File: src/rtl/alu_share_arbiter.sv
// Round-robin arbiter sharing one combinational ALU among NUM_REQ requesters.
// The ALU result is held in a single response register returned to its owner.
package riscv_core_pkg;
  localparam int XLEN = 32;

  typedef enum logic [3:0] {
    ALU_OP_ADD,
    ALU_OP_SUB,
    ALU_OP_AND,
    ALU_OP_OR,
    ALU_OP_XOR,
    ALU_OP_SLL,
    ALU_OP_SRL,
    ALU_OP_SRA,
    ALU_OP_SLT,
    ALU_OP_SLTU
  } alu_op_e;
endpackage

module alu_share_arbiter
  import riscv_core_pkg::*;
#(
  parameter int NUM_REQ = 2
) (
  input  logic                           clk_i,
  input  logic                           rst_ni,
  input  logic                           flush_i,
  input  logic [NUM_REQ-1:0]             req_valid_i,
  output logic [NUM_REQ-1:0]             req_ready_o,
  input  alu_op_e [NUM_REQ-1:0]          req_op_i,
  input  logic [NUM_REQ-1:0][XLEN-1:0]   req_a_i,
  input  logic [NUM_REQ-1:0][XLEN-1:0]   req_b_i,
  output logic [NUM_REQ-1:0]             rsp_valid_o,
  input  logic [NUM_REQ-1:0]             rsp_ready_i,
  output logic [XLEN-1:0]                rsp_result_o,
  output logic                           rsp_zero_o,
  output logic                           rsp_overflow_o,
  output alu_op_e                        alu_op_o,
  output logic [XLEN-1:0]                alu_a_o,
  output logic [XLEN-1:0]                alu_b_o,
  input  logic [XLEN-1:0]                alu_result_i,
  input  logic                           alu_zero_i,
  input  logic                           alu_overflow_i
);

  localparam int PW = (NUM_REQ > 1) ? $clog2(NUM_REQ) : 1;

  logic [PW-1:0]   rr_ptr_q, rr_ptr_d;
  logic            rsp_full_q, rsp_full_d;
  logic [PW-1:0]   rsp_owner_q, rsp_owner_d;
  logic [XLEN-1:0] rsp_result_q, rsp_result_d;
  logic            rsp_zero_q, rsp_zero_d;
  logic            rsp_ovf_q, rsp_ovf_d;

  logic          gnt_vld;
  logic [PW-1:0] gnt_idx;
  logic [PW-1:0] cand;
  int            sum;
  int            nxt;
  logic          can_accept;
  logic          accept;
  logic          drain;

  always_comb begin
    gnt_vld = 1'b0;
    gnt_idx = '0;
    cand    = '0;
    sum     = 0;
    for (int i = 0; i < NUM_REQ; i++) begin
      sum = int'(rr_ptr_q) + i;
      if (sum >= NUM_REQ) sum = sum - NUM_REQ;
      cand = PW'(sum);
      if (!gnt_vld && req_valid_i[cand]) begin
        gnt_vld = 1'b1;
        gnt_idx = cand;
      end
    end
  end

  // Reset gates ready so nothing is granted while rst_ni is low.
  assign can_accept = rst_ni && !flush_i &&
                      (!rsp_full_q || rsp_ready_i[rsp_owner_q]);
  assign accept = gnt_vld && can_accept;
  assign drain  = rsp_full_q && rsp_ready_i[rsp_owner_q] &&
                  !accept && !flush_i;

  always_comb begin
    req_ready_o = '0;
    if (accept) req_ready_o[gnt_idx] = 1'b1;
  end

  always_comb begin
    rsp_valid_o = '0;
    if (rsp_full_q) rsp_valid_o[rsp_owner_q] = 1'b1;
  end

  always_comb begin
    alu_op_o = ALU_OP_ADD;
    alu_a_o  = '0;
    alu_b_o  = '0;
    if (gnt_vld) begin
      alu_op_o = req_op_i[gnt_idx];
      alu_a_o  = req_a_i[gnt_idx];
      alu_b_o  = req_b_i[gnt_idx];
    end
  end

  always_comb begin
    rr_ptr_d     = rr_ptr_q;
    rsp_full_d   = rsp_full_q;
    rsp_owner_d  = rsp_owner_q;
    rsp_result_d = rsp_result_q;
    rsp_zero_d   = rsp_zero_q;
    rsp_ovf_d    = rsp_ovf_q;
    nxt          = int'(gnt_idx) + 1;
    unique case (1'b1)
      flush_i: begin
        rsp_full_d = 1'b0;
      end
      accept: begin
        rsp_full_d   = 1'b1;
        rsp_owner_d  = gnt_idx;
        rsp_result_d = alu_result_i;
        rsp_zero_d   = alu_zero_i;
        rsp_ovf_d    = alu_overflow_i;
        rr_ptr_d     = (nxt >= NUM_REQ) ? '0 : PW'(nxt);
      end
      drain: begin
        rsp_full_d = 1'b0;
      end
      default: ;
    endcase
  end

  always_ff @(posedge clk_i or negedge rst_ni) begin
    if (!rst_ni) begin
      rr_ptr_q     <= '0;
      rsp_full_q   <= 1'b0;
      rsp_owner_q  <= '0;
      rsp_result_q <= '0;
      rsp_zero_q   <= 1'b0;
      rsp_ovf_q    <= 1'b0;
    end else begin
      rr_ptr_q     <= rr_ptr_d;
      rsp_full_q   <= rsp_full_d;
      rsp_owner_q  <= rsp_owner_d;
      rsp_result_q <= rsp_result_d;
      rsp_zero_q   <= rsp_zero_d;
      rsp_ovf_q    <= rsp_ovf_d;
    end
  end

  assign rsp_result_o   = rsp_result_q;
  assign rsp_zero_o     = rsp_zero_q;
  assign rsp_overflow_o = rsp_ovf_q;

endmodule

File: config.mk
export PLATFORM = sky130hd
export DESIGN_NAME = alu_share_arbiter
export DESIGN_NICKNAME = d
export VERILOG_FILES = /design/src/rtl/alu_share_arbiter.sv
export SDC_FILE = /design/constraint.sdc
export NUM_CORES = 1
export LEC_CHECK = 0
export CORE_ASPECT_RATIO = 0.5
export CORE_MARGIN = 3
export CORE_UTILIZATION = 25
export DETAILED_ROUTE_END_ITERATION = 16
export PLACE_DENSITY = 0.76
export SETUP_SLACK_MARGIN = 0.1
export SYNTH_ARGS = -nofsm -noshare
export SYNTH_HDL_FRONTEND = slang
export SYNTH_SLANG_ARGS = --single-unit
File: constraint.sdc
create_clock -name clk_i -period 1.92 [get_ports clk_i]
set_clock_uncertainty 0.2 [all_clocks]
set_input_delay 0.192 -clock clk_i [delete_from_list [all_inputs] [get_ports clk_i]]
set_output_delay 0.192 -clock clk_i [all_outputs]
set_load 0.05 [all_outputs]
== Word level (Yosys, flattened, before mapping) ==
Index checks and enable logic that the tools add are counted.
Word-level totals
  flip-flop bits (word level): 37
  input port bits: 177
  output and inout port bits: 106
  word-level logic and storage cells: 64
Cells by class
  $add $sub $neg: 4
  $lt $le $gt $ge: 9
  muxes and demuxes: 29
  reduce and logical (&&, ||, !) cells: 16
Operators with widths (number)
  $mux W32: 6
  $mux W1: 15
  $mux W4: 3
  $logic_and A1 B1 Y1: 9
  $lt A1 B2 Y1 const B: 4
  $add A1 B1 Y2 const B: 2
  $ge A2 B2 Y1 const B: 2
  $logic_not A1 Y1: 4
  $mux W2: 2
  $demux W1 S1: 2
  $ge A1 B1 Y1 const B: 2
  $ge A1 B2 Y1 const B: 1
  $pmux W1 S2: 1
  $reduce_bool A2 Y1: 1
  $reduce_or A2 Y1: 1
  $sub A1 B1 Y1 const B: 2
  $logic_or A1 B1 Y1: 1

== Depth between registers and ports, before layout ==
Gate-level depths: netlist of the first run.
  depth in word-level cells: 14
  depth in mapped cells: 7
  depth with buffers taken out: 3

== Least setup slack after synthesis of the first run ==
No wires, ideal clock.
  path type: register to output
  start point: register rr_ptr_q
  end point: output port alu_b_o[21]
  arrival: 2301 ps
  path slack: -773 ps
  stages on the path, launching flop included: 7
  path through: dfrtp_1 -> nand2b_1 -> buf_2 -> and2_1 -> clkbuf_1 -> clkbuf_1 -> o21ai_0
On the way
  cells in the longest elaborated chain, start to end: 11
  elaborated cells between the ends (all ways): 20
  those cells by class: 3 x add/sub; 2 x order compare; 13 x mux; 2 x reduce/logical
Ends and longest elaborated chain
  start, declared: RTL line 48  | logic [PW-1:0] rr_ptr_q, rr_ptr_d;
  start signal, assigned: RTL line 144  | rr_ptr_q <= rr_ptr_d;
  $ge A1 B2 Y1 or $sub A1 B1 Y1 (tied branches): RTL line 71  | if (sum >= NUM_REQ) sum = sum - NUM_REQ;
  $mux W1: RTL line 71
  $mux W1 (implied by the code) (2 in a row): RTL line 73  | if (!gnt_vld && req_valid_i[cand]) begin
  $mux W1: RTL line 73
  $logic_not A1 Y1: RTL line 73
  $logic_and A1 B1 Y1: RTL line 73
  $mux W1: RTL line 73
  $mux W32 (implied by the code) (2 in a row): RTL line 104  | alu_b_o = req_b_i[gnt_idx];
  $mux W32 (*): RTL line 101  | if (gnt_vld) begin
  end, declared: RTL line 40  | output logic [XLEN-1:0] alu_b_o,
Every way passes the cells marked *; elsewhere a longest branch is shown, timed or not. The select of a mux whose other input is x is not followed.

== Worst setup path in the final report of the first run ==
  start point: register rr_ptr_q
  end point: output port alu_a_o[4]
On the way
  cells in the longest elaborated chain, start to end: 11
  elaborated cells between the ends (all ways): 20
  those cells by class: 3 x add/sub; 2 x order compare; 13 x mux; 2 x reduce/logical
Ends and longest elaborated chain
  $ge A1 B2 Y1 or $sub A1 B1 Y1 (tied branches): RTL line 71
  $mux W1: RTL line 71
  $mux W1 (implied by the code) (2 in a row): RTL line 73
  $mux W1: RTL line 73
  $logic_not A1 Y1: RTL line 73
  $logic_and A1 B1 Y1: RTL line 73
  $mux W1: RTL line 73
  $mux W32 (implied by the code) (2 in a row): RTL line 103  | alu_a_o = req_a_i[gnt_idx];
  $mux W32 (*): RTL line 101
  end, declared: RTL line 39  | output logic [XLEN-1:0] alu_a_o,
Marks and branches as above.

==> impl_results.md, run 1 <==
- Fin nets: 797
- Worst EP arrival: 1610 ps
- Final Cycle Share: 104%
- Worst setup margin: -79.6 ps
- Syn Nets: 507
- Critical path class: register to output port
- Filler Cells Inserted: 719
- Crit start category: register
- R2R cell count: 5
- CTS H-tree depth: 2
- Initial DRT Pass Iterations: 4
- Per-cell routed wire length: 18.5 microns
- Cell taking the most area after synthesis: dfrtp_1
- Hold_ws: 98.1 ps
- Worst-Skew Late Latency: 270 ps
- Initial Utilization: 26.3%
- Row count: 25
- Post-route cell area: 0.00688 sq mm
- Power Density: 786 mW/mm^2
- Sw frac: 44.4%
- Initial antenna violation count: 0
- Worst min-delay path class: input port to register
- Netlist Area Pre-Place: 0.00254 sq mm
- LEAKAGE: 2.94 nW
- Hold path depth: 3
- Sequential area share after synthesis: 36.5%
- Final-report hold violation count: 0
- Routed Antenna Nets: 0
- Synthesis-stage register bit count: 37
- GRT Util Overall: 23.2%
- FMAX: 0.500 GHz
- Core area: 0.00967 sq mm
- First-pass GRT wire length: 21.4 mm
- Area growth, synth to finish: 171%
- Total global routing overflow: 0
- Peak VDD IR: 0.419 mV
- Critical Path Fanout Max: 5
- DR vias: 3,701
- Num ports: 283
- CTS Root Cell: clkbuf_16
- Switch Pwr: 0.00240 W
- Pre-CTS WS: -127 ps
- Post-DP HPWL: 9.43 mm
- Die H: 77.3 microns
- Vias/cell: 4.90
- Total power: 0.00540 W
- Sequential Power Share: 19.3%
- Die area: 0.0115 sq mm
- Final GP Congestion: 0.845
- Placed Area: 0.00591 sq mm
- Fin Setup TNS: -3290 ps
- CTS tree: built
- Crit-path cells: nand2b_4, and2_4, buf_4, o21ai_4, buf_8
- Syn Inst Count: 330
- CTS sink count: 37
- DRC viols: 0
- Vias in the first global route: 3,909
- Worst-path clk slew: 50 ps
- Deepest clock path buffer count: 2
- Combinational power share: 64.1%
- Area contributors post-synth: dfrtp_1 (36%), mux2_2 (15%), nand3_1 (13%)
- Layout cells sized above 1: 38.4%
- Critical Path Sink Type: output port
- Final min period: 2000 ps
- Unrepaired setup endpoints after global routing: true
- CP required: 1530 ps
- Worst-path cell with the longest stage delay: dfrtp_1
- Outcome: complete, but fails checks
- Slew headroom: 65.8%
- Die Wd: 149 microns
- Worst-margin pin slew: 516 ps
- Finish-stage setup viols: 70
- Ys Warns: 0
- Final wirelength: 14.0 mm
- Max incr delay on CP: 400 ps
- Failing checks: negative setup slack
- Max-Cap Viols: 0
- Clock power share: 16.6%
- Largest net degree at the start of global routing: 52
- Diode count: 0
- Syn avg cell area: 7.70 sq um
- CTS buffer count: 5
- Max-slew violations: 0
- Synth top area share: 36.5%
- Iter 0 DRT Violations: 142
- Buffers on Ports: 282
- Yosys cell types: 22
- Cell-internal power: 0.00300 W
## routing by layer
| metal | vias up | global-route usage, % | routed length, microns |
|---|---|---|---|
| li1 | 1734 | - | - |
| met1 | 1794 | 28.8 | 5690 |
| met2 | 139 | 40.5 | 7140 |
| met3 | 34 | 4.31 | 668 |
| met4 | 0 | 8.39 | 450 |
| met5 | - | 0 | 0 |
## flip-flops by register name, indices dropped and copies added (netlist names)
register and flops:
rr_ptr_q 1, rsp_full_q 1, rsp_overflow_o 1, rsp_owner_q 1, rsp_result_o 32, rsp_zero_o 1
## what timing repair did
item                                    4_1_cts  5_1_grt
gates cloned                                  7        3
endpoints found under the hold margin        37        0
endpoints found under the setup margin      103      103
resized for setup                           110       34
buffers inserted                              5        0
pin swaps                                    27       13
hold buffers                                  1        0
## cell type report
class                   instances  area [sq um]  area share (%)
clock inverters                 2          35.0           0.509
repair buffers                316          3470            50.5
multi-input cells             258          2140            31.1
inverters                       2          7.51           0.109
flip-flops and latches         37           926            13.5
clock buffers                   5           125            1.82
well taps                     135           169            2.46
## power groups by stage
stage,Clock [W],Sequential [W],Combinational [W]
2_1_floorplan,0,0.00158,0.00142
3_3_place_gp,0,0.00105,0.00304
3_5_place_dp,0,0.00105,0.00306
4_1_cts,0.000923,0.00104,0.00335
5_1_grt,0.000962,0.00107,0.00360
6_report,0.000896,0.00104,0.00346
## cell usage after synthesis
| cell type | number |
|---|---|
| a211oi_1 | 1 |
| a211oi_4 | 1 |
| a21oi_1 | 1 |
| and2_1 | 3 |
| and2b_1 | 1 |
| buf_2 | 4 |
| buf_6 | 3 |
| clkbuf_1 | 27 |
| dfrtp_1 | 37 |
| inv_1 | 2 |
| mux2_2 | 34 |
| mux2i_1 | 1 |
| nand2_1 | 70 |
| nand2b_1 | 2 |
| nand3_1 | 68 |
| nand4b_1 | 1 |
| nor2_1 | 2 |
| nor2b_1 | 1 |
| o21ai_0 | 67 |
| o21ai_1 | 2 |
| o22ai_1 | 1 |
| o32a_1 | 1 |
## final timing paths
check,start,endpoint,slack (ps)
setup / recovery,rr_ptr_q,alu_a_o[4],-80
min in group asynchronous,rst_ni,rsp_result_o[25],320
max in group asynchronous,rst_ni,rsp_result_o[30],940
hold / removal,rst_ni,rsp_owner_q,100
hold reg to reg,rsp_result_o[30],rsp_result_o[30],300
setup reg to reg,rsp_owner_q,rsp_result_o[19],50
## kinds of logic after synthesis
logic type             synth area share (%)
buffers and inverters                  6.40
AO/OA/AOI/OAI                          15.5
AND/OR/NAND/NOR                        26.2
multiplexers                           15.5
flip-flops                             36.5
## worst max-delay path, delay by kind of cell (launching register included)
kind / cells / cell delay [ps]
AOI/OAI and AO/OA: 1 / 170
buffers and inverters: 2 / 340
DFF: 1 / 400
and+or+nand+nor: 2 / 420
## layout by cell type, fill, tap and decap left out, types with 2 or more instances in the layout
master,Yosys,layout
clkdlybuf4s50_1,0,173
nand2_1,70,70
nand3_1,68,67
buf_6,3,57
o21ai_4,0,39
dfrtp_1,37,37
o21ai_2,0,29
mux2_4,0,28
buf_4,0,26
dlygate4sd2_1,0,20
buf_8,0,17
clkbuf_16,0,8
buf_16,0,8
buf_12,0,7
mux2_2,34,6
buf_2,4,3
and2_4,0,2
and2_1,3,2
inv_1,2,2
## per-stage QoR
stage / utilization (%) / std cells
final: 71.1 / 755
after detailed placement: 61.1 / 732
after CTS: 68.3 / 752
after global routing: 71.1 / 755
after global placement: 61.1 / 732
after floorplan: - / 330
No activity file was read; power rests on OpenSTA's default activity.
==> run 2, diff against run 1 <==
Settings changed: CTS_CLUSTER_SIZE from default to 12.
==> results of run 2 <==
Final layout, timing and power as in run 1 (identical DEF).
